--- config.mk ---
export PLATFORM = sky130hd
export DESIGN_NAME = sync_fifo_param
export DESIGN_NICKNAME = d
export VERILOG_FILES = /design/src/rtl/sync_fifo_param.sv
export SDC_FILE = /design/constraint.sdc
export NUM_CORES = 1
export LEC_CHECK = 0
export CAP_MARGIN = 20
export CORE_ASPECT_RATIO = 1.5
export CORE_MARGIN = 2
export CORE_UTILIZATION = 60
export CTS_CLUSTER_DIAMETER = 30
export DETAILED_ROUTE_END_ITERATION = 6
export PLACE_DENSITY = 0.78
export SYNTH_ARGS = -nofsm -noshare
export SYNTH_HDL_FRONTEND = slang
export SYNTH_SLANG_ARGS = --single-unit
--- constraint.sdc ---
create_clock -name clk -period 5.35 [get_ports clk]
set_input_delay 1.3375 -clock clk [delete_from_list [all_inputs] [get_ports clk]]
set_output_delay 1.3375 -clock clk [all_outputs]
set_load 0.03 [all_outputs]
--- src/rtl/sync_fifo_param.sv ---
// sync_fifo_param
// Single-clock parametrised FIFO for the UART TX/RX datapath.
// Storage is an unreset register array addressed by two wrapping pointers.
// An explicit occupancy counter drives all status flags. Every flag is
// registered from the next-count value, so it changes on the same edge as
// count.
//
// Parameters:
//   word_width : data word width in bits
//   addr_size  : depth = 2**addr_size words
//   af_level   : almost_full when count >= af_level (1..depth)
//   ae_level   : almost_empty when count <= ae_level (0..depth-1)
//   fwft       : 0 = registered read data, 1 = first-word-fall-through
//
// Ports:
//   clk          : clock; all state changes on the rising edge
//   reset_n      : asynchronous active-low reset
//   wr / rd      : write request / read request (read acknowledge in FWFT mode)
//   clr_err      : synchronous clear of overflow/underflow
//   data_in      : write data
//   data_out     : read data
//   full / empty : count == depth / count == 0
//   almost_full  : count >= af_level
//   almost_empty : count <= ae_level
//   count        : stored words, 0..depth
//   overflow     : sticky; set by a write while full
//   underflow    : sticky; set by a read while empty
module sync_fifo_param #(
  parameter int word_width = 8,
  parameter int addr_size  = 4,
  parameter int af_level   = (1 << addr_size) - 2,
  parameter int ae_level   = 2,
  parameter bit fwft       = 1'b0
) (
  input  logic                  clk,
  input  logic                  reset_n,
  input  logic                  wr,
  input  logic                  rd,
  input  logic                  clr_err,
  input  logic [word_width-1:0] data_in,
  output logic [word_width-1:0] data_out,
  output logic                  full,
  output logic                  empty,
  output logic                  almost_full,
  output logic                  almost_empty,
  output logic [addr_size:0]    count,
  output logic                  overflow,
  output logic                  underflow
);

  localparam int DEPTH = 1 << addr_size;
  localparam int CNT_W = addr_size + 1;
  localparam logic [CNT_W-1:0] DEPTH_C = CNT_W'(DEPTH);
  localparam logic [CNT_W-1:0] AF_C    = CNT_W'(af_level);
  localparam logic [CNT_W-1:0] AE_C    = CNT_W'(ae_level);

  logic [word_width-1:0] mem [DEPTH];

  logic [addr_size-1:0] wptr_q, wptr_d;
  logic [addr_size-1:0] rptr_q, rptr_d;
  logic [CNT_W-1:0]     count_q, count_d;
  logic                 full_q, full_d;
  logic                 empty_q, empty_d;
  logic                 af_q, af_d;
  logic                 ae_q, ae_d;
  logic                 ovf_q, ovf_d;
  logic                 udf_q, udf_d;
  logic                 wr_acc, rd_acc;

  always_comb begin
    // Acceptance is judged against the registered flags, so at full a
    // simultaneous read is taken and the write dropped (and vice versa at empty).
    wr_acc  = wr && !full_q;
    rd_acc  = rd && !empty_q;
    wptr_d  = wr_acc ? wptr_q + addr_size'(1) : wptr_q;
    rptr_d  = rd_acc ? rptr_q + addr_size'(1) : rptr_q;
    count_d = count_q;
    case ({wr_acc, rd_acc})
      2'b10:   count_d = count_q + CNT_W'(1);
      2'b01:   count_d = count_q - CNT_W'(1);
      default: count_d = count_q;
    endcase
    full_d  = (count_d == DEPTH_C);
    empty_d = (count_d == '0);
    af_d    = (count_d >= AF_C);
    ae_d    = (count_d <= AE_C);
    // A set event in the same cycle as clr_err wins.
    ovf_d   = (wr && full_q)  || (ovf_q && !clr_err);
    udf_d   = (rd && empty_q) || (udf_q && !clr_err);
  end

  always_ff @(posedge clk or negedge reset_n) begin
    if (!reset_n) begin
      wptr_q  <= '0;
      rptr_q  <= '0;
      count_q <= '0;
      full_q  <= 1'b0;
      empty_q <= 1'b1;
      af_q    <= 1'b0;
      ae_q    <= 1'b1;
      ovf_q   <= 1'b0;
      udf_q   <= 1'b0;
    end else begin
      wptr_q  <= wptr_d;
      rptr_q  <= rptr_d;
      count_q <= count_d;
      full_q  <= full_d;
      empty_q <= empty_d;
      af_q    <= af_d;
      ae_q    <= ae_d;
      ovf_q   <= ovf_d;
      udf_q   <= udf_d;
    end
  end

  // Storage has no reset; stale words are unreachable once the pointers reset.
  always_ff @(posedge clk) begin
    if (wr_acc) mem[wptr_q] <= data_in;
  end

  generate
    if (fwft) begin : g_fwft
      // Head word presented combinationally; forced to zero while empty so the
      // output never shows stale or uninitialised storage.
      assign data_out = empty_q ? '0 : mem[rptr_q];
    end else begin : g_std
      logic [word_width-1:0] dout_q, dout_d;

      always_comb begin
        dout_d = rd_acc ? mem[rptr_q] : dout_q;
      end

      always_ff @(posedge clk or negedge reset_n) begin
        if (!reset_n) dout_q <= '0;
        else          dout_q <= dout_d;
      end

      assign data_out = dout_q;
    end
  endgenerate

  assign full         = full_q;
  assign empty        = empty_q;
  assign almost_full  = af_q;
  assign almost_empty = ae_q;
  assign count        = count_q;
  assign overflow     = ovf_q;
  assign underflow    = udf_q;

endmodule

==> summary.md, run 1 <==
| Metric | Value |
|---|---|
| # nets final | `approximately 400` |
| Initial Util | `61.9%` |
| Vias in the first global route | `3152` |
| #FFs+latches synth | `155` |
| Wire length per cell | `around 22 µm` |
| Warnings from Yosys | `0` |
| Clock sinks | `155` |
| Share of cells above drive strength 1 | `a little under a fifth` |
| Max Slew Vio Count | `0` |
| Clk Tree Root Cell | `clkbuf_16` |
| CTS Hold Bufs | `0` |
| Crit path max-delay cell type | `nor2b_1` |
| Mapped Nets | `approximately 360` |
| Fmax | `251 MHz` |
| Max-Cap Viols | `0` |
| Area share of and/or/nand/nor cells after synthesis | `roughly 5.4%` |
| Critical path required time | `~5700 ps` |
| Critical Setup Path Class | `in -> reg` |
| Largest net degree at the start of global routing | `36` |
| Vias per cell | `between 5 and 6` |
| Worst VDD drop | `roughly 0.29 mV` |
| Leakage | `~2.5 nW` |
| Post-Synth Adder-Cell Area | `approximately 1.4%` |
| CTS Buf Count | `17` |
| Max Root-Sink Buffers | `2` |
| PortBufs | `31` |
| DRC | `0` |
| CTS resizes | `0` |
| Most frequent cells in the layout | `128 x edfxtp_1, 31 x clkdlybuf4s50_1, 30 x mux4_2` |
| Fin crit share | `~74%` |
| Worst-Skew Late Latency | `around 420 ps` |
| Io pins | `32` |
| HP Class | `reg -> reg` |
| Antenna violations before repair | `0` |
| Register area share after synthesis | `between 70% and 80%` |
| Rel. slew slack | `36.6%` |
| Iteration-0 DRC count of the detailed router | `about 260` |
| Met2 Resource Use GR | `between 30% and 40%` |
| GRT Total Usage | `between 20% and 30%` |
| Die Area | `11400 µm²` |
| Synth Area in Compound Gates | `under 10%` |
| Top Usage Layer GRT | `met2` |
| Largest family of logic cells by synthesized area | `multiplexers` |
| Die Wd | `87.7 µm` |
| Final Hold Fails | `0` |
| Gr ovfl total | `0` |
| Placer Congestion | `0.833` |
| Synth Area in XOR/XNOR | `1.51%` |
| Final Skew | `8.88 ps` |
| RSZ-0062 raised after global routing | `no` |
| Status | `finished, final reports clean` |
| Hpwl dp | `roughly 7300 µm` |
| Post-DRT Antenna Nets | `0` |
| FP Rows | `45` |
| Tightest Pin Transition | `around 950 ps` |
| Post-synthesis mux area share | `around 15%` |
| Synthesized area per cell | `~18 µm²` |
| Grt met3 use | `under 10%` |
| Synthesized cell area | `between 6000 and 7000 µm²` |
| Fin crit period | `roughly 4000 ps` |
| TritonRoute pass-1 iters | `5` |
| Final Setup Violations | `0` |
| Crit path max fanout | `10` |
| Crit. End Element | `flop` |
| PD cells | `about 570 nW/µm²` |
| P&R area growth vs syn | `15.6%` |
| Post-CTS Setup Inserts | `0` |
| Vias | `~3100` |
| H-tree depth | `4` |
| TritonCTS clock tree | `yes` |
| Most common cell after layout, fill and taps aside | `edfxtp_1` |
| Unique masters post-synth | `39` |
| Cell Chain, Critical Path | `clkdlybuf4s50_1, nor2b_1, inv_1, nand2_1, xnor2_1, ha_1, a21oi_1, a21boi_1, nor3_1, and3_1, o21bai_1, nor3b_1` |
| Core Box Area | `10200 µm²` |
| Critical Path Source Type | `input pin` |
| Final setup TNS | `0 ps` |
| Critical path arrival | `roughly 4300 ps` |
| Cells after synthesis | `341` |
| Post-layout power | `just over 0.004 W` |
| Chip height | `~130 µm` |
| CTS clk-pin slew, worst paths | `roughly 60 ps` |
| Post-Route WL | `11500 µm` |
| Crit-path max cell delay | `between 500 and 600 ps` |
| Diodes inserted | `0` |
| Met1 global-route usage | `a little under 30%` |
| First-pass GRT wire length | `around 18000 µm` |
-- sequential cells by signal, indices dropped and copies added (netlist names) --
name and cells:
mem 128, data_out 8, almost_full 1, count 5, rptr_q 4, overflow 1
empty 1, full 1, wptr_q 4, underflow 1, almost_empty 1
-- kinds of logic after synthesis --
| family | after synthesis |
|---|---|
| mux | 46 |
| buf+inv | 25 |
| flops | 155 |
| compound gates | 30 |
| simple gates | 68 |
| xor+xnor | 10 |
| fa+ha+maj | 7 |
-- critical path, delay by kind of cell --
| kind | cells | cell delay [ps] |
|---|---|---|
| buf+inv | 2 | 760 |
| simple gates | 5 | 1520 |
| compound gates | 3 | 320 |
| xor+xnor | 1 | 150 |
| fa+ha+maj | 1 | 220 |
-- report_power, final --
group / switching, W / total (W) / internal, W
logic: 0.000668 / 0.00125 / 0.000578
clock network: 0.000447 / 0.00120 / 0.000758
registers: 0.000161 / 0.00167 / 0.00151
-- cells in the mapped netlist, drive strengths merged --
| cell | n | area share (%) |
|---|---|---|
| a211oi | 1 | 0.20 |
| a21boi | 1 | 0.12 |
| a21oi | 12 | 0.95 |
| a31o | 1 | 0.14 |
| a31oi | 1 | 0.099 |
| a32oi | 1 | 0.14 |
| and2 | 16 | 1.6 |
| and3 | 2 | 0.20 |
| buf | 15 | 1.9 |
| clkbuf | 3 | 0.18 |
| dfrtp | 25 | 9.9 |
| dfstp | 2 | 0.83 |
| edfxtp | 128 | 61 |
| ha | 7 | 1.4 |
| inv | 7 | 0.42 |
| mux2 | 1 | 0.18 |
| mux2i | 10 | 1.6 |
| mux4 | 35 | 13 |
| nand2 | 25 | 1.5 |
| nand2b | 1 | 0.099 |
| nand4 | 3 | 0.30 |
| nor2 | 5 | 0.30 |
| nor2b | 2 | 0.20 |
| nor3 | 10 | 0.79 |
| nor3b | 2 | 0.24 |
| o211ai | 1 | 0.20 |
| o21ai | 10 | 0.79 |
| o21bai | 1 | 0.12 |
| o31ai | 1 | 0.12 |
| or3 | 2 | 0.20 |
| xnor2 | 7 | 0.97 |
| xor2 | 3 | 0.54 |
-- area by class of cell --
type | instances | area [µm²]
Fill cell | 612 | 2910
Tap cell | 141 | 176
Timing Repair Buffer | 34 | 333
Sequential cell | 155 | 4520
Clock inverter | 11 | 144
Inverter | 7 | 26.3
Multi-Input combinational cell | 161 | 1620
Clock buffer | 21 | 460
-- worst paths after layout --
path / from / to / slack (ps) / cells past startpoint
setup / recovery: wr / full / 1370 / 12
hold / removal: data_out[5] / data_out[5] / 470 / 2
setup reg to reg: empty / full / 2240 / 11
hold reg to reg: data_out[5] / data_out[5] / 470 / 2
max in group asynchronous: reset_n / almost_empty / 3770 / 2
min in group asynchronous: reset_n / rptr_q[1] / 1290 / 2
-- per-stage QoR --
step	instance area, µm²	hold slack, ps	cells	worst slack [ps]	utilization [%]
4_1_cts	7290	477	530	1440	71.5
6_report	7290	470	530	1370	71.5
2_1_floorplan	6300	493	341	2170	-
5_1_grt	7290	500	530	1080	71.5
3_5_place_dp	6680	463	498	1030	65.6
3_3_place_gp	6680	464	498	1190	65.6
-- layer usage --
metal,vias to the layer above,wire [µm]
li1,1409,-
met1,1578,4610
met2,122,6060
met3,21,534
met4,0,331
met5,-,0
No activity file was read; power rests on OpenSTA's default activity.
==> run 2, diff against run 1 <==
--- a/config.mk
+++ b/config.mk
@@ -8,10 +8,10 @@
 export CAP_MARGIN = 20
 export CORE_ASPECT_RATIO = 1.5
 export CORE_MARGIN = 2
-export CORE_UTILIZATION = 60
+export CORE_UTILIZATION = 54
 export CTS_CLUSTER_DIAMETER = 30
 export DETAILED_ROUTE_END_ITERATION = 6
-export PLACE_DENSITY = 0.78
+export PLACE_DENSITY = 0.74
 export SYNTH_ARGS = -nofsm -noshare
 export SYNTH_HDL_FRONTEND = slang
 export SYNTH_SLANG_ARGS = --single-unit
==> constraint.sdc (replaced) <==
create_clock -name clk -period 3.5 [get_ports clk]
set_input_delay 0.875 -clock clk [delete_from_list [all_inputs] [get_ports clk]]
set_output_delay 0.875 -clock clk [all_outputs]
set_load 0.03 [all_outputs]
==> run 2 against run 1 <==
Compared with the run above:
- setup slack lost 890 ps
- cell area grew 0.41%
- register-to-register slack lost 1300 ps
- power grew 53%
- largest power group unchanged
- highest routed layer unchanged
==> summary.md, run 2 (synthesis gave the netlist of run 1 again) <==
| Metric | Value |
|---|---|
| P&R area growth vs syn | `16.1%` |
| FP Rows | `48 (+6.7%)` |
| Antenna violations before repair | `0 (unchanged)` |
| GRT Total Usage | `20.6% (-2.2 points)` |
| Critical Setup Path Class | `in -> reg` |
| Tightest Pin Transition | `934 ps (-17.2 ps)` |
| Leakage | `2.53 nW (+0.20%)` |
| Fin crit period | `roughly 3000 ps` |
| Core Box Area | `11500 µm² (+13%)` |
| FILL cells | `779 (+27%)` |
| TritonRoute pass-1 iters | `5 (unchanged)` |
| Share of cells above drive strength 1 | `18.9% (+0.63 points)` |
| Max-Cap Viols | `0 (unchanged)` |
| Most frequent cells in the layout | `128 x edfxtp_1, 31 x clkdlybuf4s50_1, 30 x mux4_2` |
| Max reg flops | `128 (unchanged)` |
| CTS Buf Count | `17 (unchanged)` |
| Hpwl dp | `7660 µm (+5.5%)` |
| Worst-Skew Late Latency | `420 ps (about the same)` |
| Fin crit share | `between 80% and 90%` |
| Final Hold Fails | `0 (unchanged)` |
| Clk Tree Root Cell | `clkbuf_16` |
| PD cells | `860 nW/µm² (+52%)` |
| Critical path required time | `3820 ps (-1850 ps)` |
| Final Skew | `9.33 ps (+0.448 ps)` |
| Critical path arrival | `3340 ps (-960 ps)` |
| TritonCTS clock tree | `yes` |
| Status | `finished, final reports clean` |
| Final Util | `63.8% (-7.7 points)` |
| Diodes inserted | `0 (unchanged)` |
| Iteration-0 DRC count of the detailed router | `227 (-13%)` |
| HP Class | `reg -> reg` |
| Vias in the first global route | `3281 (+4.1%)` |
| Worst VDD drop | `0.440 mV (+52%)` |
| First-pass GRT wire length | `18600 µm (+3.7%)` |
| Crit. End Element | `flop` |
| Fmax | `around 330 MHz` |
| Final setup TNS | `0 ps (unchanged)` |
| # nets final | `399 (+0.76%)` |
| H-tree depth | `4 (unchanged)` |
| Final Setup Violations | `0 (unchanged)` |
| CTS resizes | `0 (unchanged)` |
| Largest net degree at the start of global routing | `28 (-22%)` |
| Vias per cell | `5.94 (+0.63%)` |
| Max Root-Sink Buffers | `2 (unchanged)` |
| DRC | `0 (unchanged)` |
| Max Slew Vio Count | `0 (unchanged)` |
| Rel. slew slack | `37.7% (+1.1 points)` |
| Vias | `3221 (+2.9%)` |
| Post-Route WL | `11700 µm (+1.4%)` |
| Io pins | `32 (unchanged)` |
| Biggest register | `mem` |
| Die Area | `12600 µm² (+11%)` |
| Post-DRT Antenna Nets | `0 (unchanged)` |
| CTS clk-pin slew, worst paths | `60 ps (about the same)` |
| Multi-input logic area | `1620 µm² (unchanged)` |
| Placer Congestion | `0.891 (+6.9%)` |
| Die Wd | `92.2 µm (+5.2%)` |
| PortBufs | `31 (unchanged)` |
| Chip height | `136 µm (+5.2%)` |
| Wire length per cell | `21.6 µm (-0.88%)` |
| Gr ovfl total | `0 (unchanged)` |
| Crit path max fanout | `7 (-3)` |
| Storage cell area | `4520 µm² (unchanged)` |
| Clock sinks | `155 (unchanged)` |
| Post-CTS Setup Inserts | `0 (unchanged)` |
| CTS Hold Bufs | `0 (unchanged)` |
| Critical Path Source Type | `input pin` |
| Most common cell after layout, fill and taps aside | `edfxtp_1` |
| Initial Util | `55.0% (-6.9 points)` |
| RSZ-0062 raised after global routing | `no` |
-- run 2: cell type report --
| class | instances | share of cell area, % |
|---|---|---|
| tap | 150 | 2.57 |
| sequential | 155 | 61.8 |
| timing repair buffer | 37 | 4.86 |
| inverter | 7 | 0.359 |
| clock buffer | 19 | 5.92 |
| multi-input combinational | 161 | 22.2 |
| clock inverter | 13 | 2.29 |
-- run 2: metrics by stage --
step | setup WS, ps | hold slack (ps) | instance area [µm²] | total power, W | cells
after floorplan | 783 | 493 | 6300 | 0.00397 | 341
after CTS | 536 | 482 | 7320 | 0.00634 | 542
after detailed placement | 131 | 466 | 6720 | 0.00449 | 510
after global routing | 307 | 508 | 7320 | 0.00656 | 542
after global placement | 326 | 464 | 6720 | 0.00444 | 510
final | 482 | 481 | 7320 | 0.00629 | 542
-- run 2: critical path, cell delays in order --
cell             delay (ps)
clkdlybuf4s50_1         470
nor2b_1                 170
inv_1                   150
nand2_1                 160
xnor2_1                 150
ha_1                    230
a21oi_1                  70
a21boi_1                170
nor3_1                  370
and3_1                  210
o21bai_1                100
nor3b_1                 220
-- run 2: metal layers --
layer  part of all wire (%)  global-route usage, %
met1                     39                   25.1
met2                     55                   35.9
met3                    4.0                   4.49
met4                    2.2                   7.88
met5                      0                      0
-- run 2: final timing paths --
kind                            slack [ps]           to  cells past startpoint        start
worst min register to register         480  data_out[5]                      2  data_out[5]
min in group asynchronous              850  data_out[5]                      2      reset_n
worst max register to register         950         full                     11        empty
max in group asynchronous             2340        empty                      2      reset_n
worst min-delay path                   480  data_out[5]                      2  data_out[5]
worst max-delay path                   480         full                     12           wr
-- run 2: power breakdown --
group	internal [W]	leakage [nW]	switching (W)
clock network	0.00113	0.288	0.000704
logic	0.000893	0.759	0.000926
registers	0.00231	1.48	0.000332
==> run 3, diff against run 2 <==
--- a/config.mk
+++ b/config.mk
@@ -7,10 +7,11 @@
 export LEC_CHECK = 0
 export CAP_MARGIN = 20
 export CORE_ASPECT_RATIO = 1.5
-export CORE_MARGIN = 2
+export CORE_MARGIN = 3
 export CORE_UTILIZATION = 54
 export CTS_CLUSTER_DIAMETER = 30
 export DETAILED_ROUTE_END_ITERATION = 6
+export MAX_ROUTING_LAYER = met4
 export PLACE_DENSITY = 0.74
 export SYNTH_ARGS = -nofsm -noshare
 export SYNTH_HDL_FRONTEND = slang
==> run 3 against run 2 <==
Compared with the run above:
- clock skew is 0.79 ps lower
- die area is 3.7% higher
- global-route usage is 0.064 points higher
- core utilization is 1.8 points higher
- largest power group unchanged
- clock-buffer cell count is 3 higher
- wire length is 0.63% higher
- setup slack better by 190 ps
==> summary.md, run 3 (synthesis gave the netlist of run 1 again) <==
| Metric | Value |
|---|---|
| Chip height | `138 µm (+1.5%)` |
| CTS clk-pin slew, worst paths | `60 ps (about the same)` |
| Placer Congestion | `0.758 (-15%)` |
| Diodes inserted | `0 (unchanged)` |
| CTS Hold Bufs | `0 (unchanged)` |
| Post-DRT Antenna Nets | `0 (unchanged)` |
| Final Skew | `8.54 ps (-0.789 ps)` |
| CTS Buf Count | `17 (unchanged)` |
| Biggest register | `mem` |
| CTS resizes | `0 (unchanged)` |
| Core Box Area | `11200 µm² (-2.1%)` |
| Worst VDD drop | `0.367 mV (-17%)` |
| Share of cells above drive strength 1 | `19.8% (+0.92 points)` |
| Critical path arrival | `3160 ps (-180 ps)` |
| Die Wd | `94.2 µm (+2.2%)` |
| Clk Tree Root Cell | `clkbuf_16` |
| Final Hold Fails | `0 (unchanged)` |
| Gr ovfl total | `0 (unchanged)` |
| GRT Total Usage | `20.6% (+0.064 points)` |
| FP Rows | `47 (-2.1%)` |
| Crit path max fanout | `3 (-4)` |
| FILL cells | `760 (-2.4%)` |
| Tightest Pin Transition | `978 ps (+44.4 ps)` |
| Max Root-Sink Buffers | `2 (unchanged)` |
| Iteration-0 DRC count of the detailed router | `176 (-22%)` |
| Final setup margin | `668 ps (+186 ps)` |
| Crit. End Element | `flop` |
| Final setup TNS | `0 ps (unchanged)` |
| Die Area | `13000 µm² (+3.7%)` |
| Initial Util | `56.1% (+1.2 points)` |
| Rel. slew slack | `34.8% (-3.0 points)` |
| Vias | `3172 (-1.5%)` |
| PD cells | `864 nW/µm² (+0.56%)` |
| Most frequent cells in the layout | `128 x edfxtp_1, 31 x clkdlybuf4s50_1, 30 x mux4_2` |
| Fin crit period | `2830 ps (-186 ps)` |
| TritonRoute pass-1 iters | `5 (unchanged)` |
| HP Class | `reg -> reg` |
| P&R area growth vs syn | `16.8%` |
| DRC | `0 (unchanged)` |
| Psw | `0.00199 W (+1.4%)` |
| Critical Setup Path Class | `in -> reg` |
| Max-Cap Viols | `0 (unchanged)` |
| Clock power frac | `29.9% (+0.8 points)` |
| Area after DPL | `6730 µm² (+0.17%)` |
| Sequential power share | `41.8% (-0.2 points)` |
| Final Setup Violations | `0 (unchanged)` |
| Fin crit share | `80.9% (-5.3 points)` |
| Fmax | `353 MHz (+6.6%)` |
| Largest net degree at the start of global routing | `28 (unchanged)` |
| Most common cell after layout, fill and taps aside | `edfxtp_1` |
| Max Slew Vio Count | `0 (unchanged)` |
| H-tree depth | `4 (unchanged)` |
| Dpl ws | `273 ps (+142 ps)` |
| Wire length per cell | `21.8 µm (+0.82%)` |
| Post-CTS Setup Inserts | `0 (unchanged)` |
| Leakage | `2.55 nW (+1.1%)` |
| Vias in the first global route | `3319 (+1.2%)` |
| RSZ-0062 raised after global routing | `no` |
| PortBufs | `31 (unchanged)` |
| Net Sw Frac | `31.3% (+0.065 points)` |
| Antenna violations before repair | `0 (unchanged)` |
| Critical Path Source Type | `input pin` |
| Gate power share | `28.3% (-0.6 points)` |
| Post-Route WL | `11800 µm (+0.63%)` |
| # nets final | `401 (+0.50%)` |
| Status | `finished, final reports clean` |
| Design area | `7360 µm² (+0.65%)` |
| TritonCTS clock tree | `yes` |
| Clock sinks | `155 (unchanged)` |
| Worst-Skew Late Latency | `410 ps (about the same)` |
| Max reg flops | `128 (unchanged)` |
| Hpwl dp | `7860 µm (+2.6%)` |
| Int Power | `0.00437 W (+1.1%)` |
| Critical path required time | `3830 ps (about the same)` |
| First-pass GRT wire length | `19000 µm (+2.1%)` |
| Vias per cell | `5.86 (-1.3%)` |
| Io pins | `32 (unchanged)` |
-- run 3: changes by cell type in the layout (fill, tap and decap cells not counted), sizes merged --
| cell | before | now |
|---|---|---|
| buf | 6 | 8 |
| clkbuf | 19 | 22 |
| clkinvlp | 2 | 3 |
| clkinv | 6 | 4 |
| bufinv | 3 | 1 |
-- run 3: worst paths after layout --
| check | from | to | slack [ps] | depth (start not counted) |
|---|---|---|---|---|
| worst max-delay path | wr | full | 670 | 12 |
| worst min-delay path | data_out[7] | data_out[7] | 480 | 2 |
| worst max register to register | rptr_q[0] | data_out[0] | 1120 | 4 |
| worst min register to register | data_out[7] | data_out[7] | 480 | 2 |
| max in group asynchronous | reset_n | almost_empty | 2350 | 2 |
| min in group asynchronous | reset_n | data_out[5] | 840 | 2 |
-- run 3: worst max-delay path, stage by stage --
cell             delay (ps)
clkdlybuf4s50_1         470
nor2b_1                 170
inv_1                    80
nand2_1                 110
xnor2_1                 150
ha_1                    220
a21oi_1                  60
a21boi_1                160
nor3_1                  340
and3_1                  240
o21bai_1                100
nor3b_1                 190
-- run 3: through the flow --
step / hold WS, ps / utilization [%] / instances / total power (W)
final: 477 / 65.6 / 541 / 0.00636
after global routing: 491 / 65.6 / 541 / 0.00667
after CTS: 481 / 65.6 / 541 / 0.00641
after detailed placement: 466 / 59.9 / 509 / 0.00451
after global placement: 458 / 59.9 / 509 / 0.00446
after floorplan: 493 / - / 341 / 0.00397
-- run 3: area by class of cell --
class	count	area (µm²)	area share [%]
clock inverter	10	97.6	1.33
multi-input combinational	161	1620	22.0
timing repair buffer	39	370	5.03
tap	147	184	2.50
clock buffer	22	539	7.32
inverter	7	26.3	0.357
sequential	155	4520	61.4
-- run 3: power groups by stage --
stage | Clock [W] | Sequential (W) | Combinational, W
2_1_floorplan | 0 | 0.00264 | 0.00133
3_3_place_gp | 0 | 0.00269 | 0.00177
3_5_place_dp | 0 | 0.00270 | 0.00181
4_1_cts | 0.00192 | 0.00267 | 0.00182
5_1_grt | 0.00201 | 0.00271 | 0.00195
6_report | 0.00190 | 0.00266 | 0.00180
-- run 3: routing by layer --
layer  wire length (µm)  vias to the layer above  share of wire [%]  GRT usage (%)
met5                  0                        -                  0              -
met4                191                        0                1.6           6.70
met3                380                       12                3.2           5.16
met2               6540                       70                 56           33.9
met1               4660                     1676                 40           25.0
li1                   -                     1414                  -              -
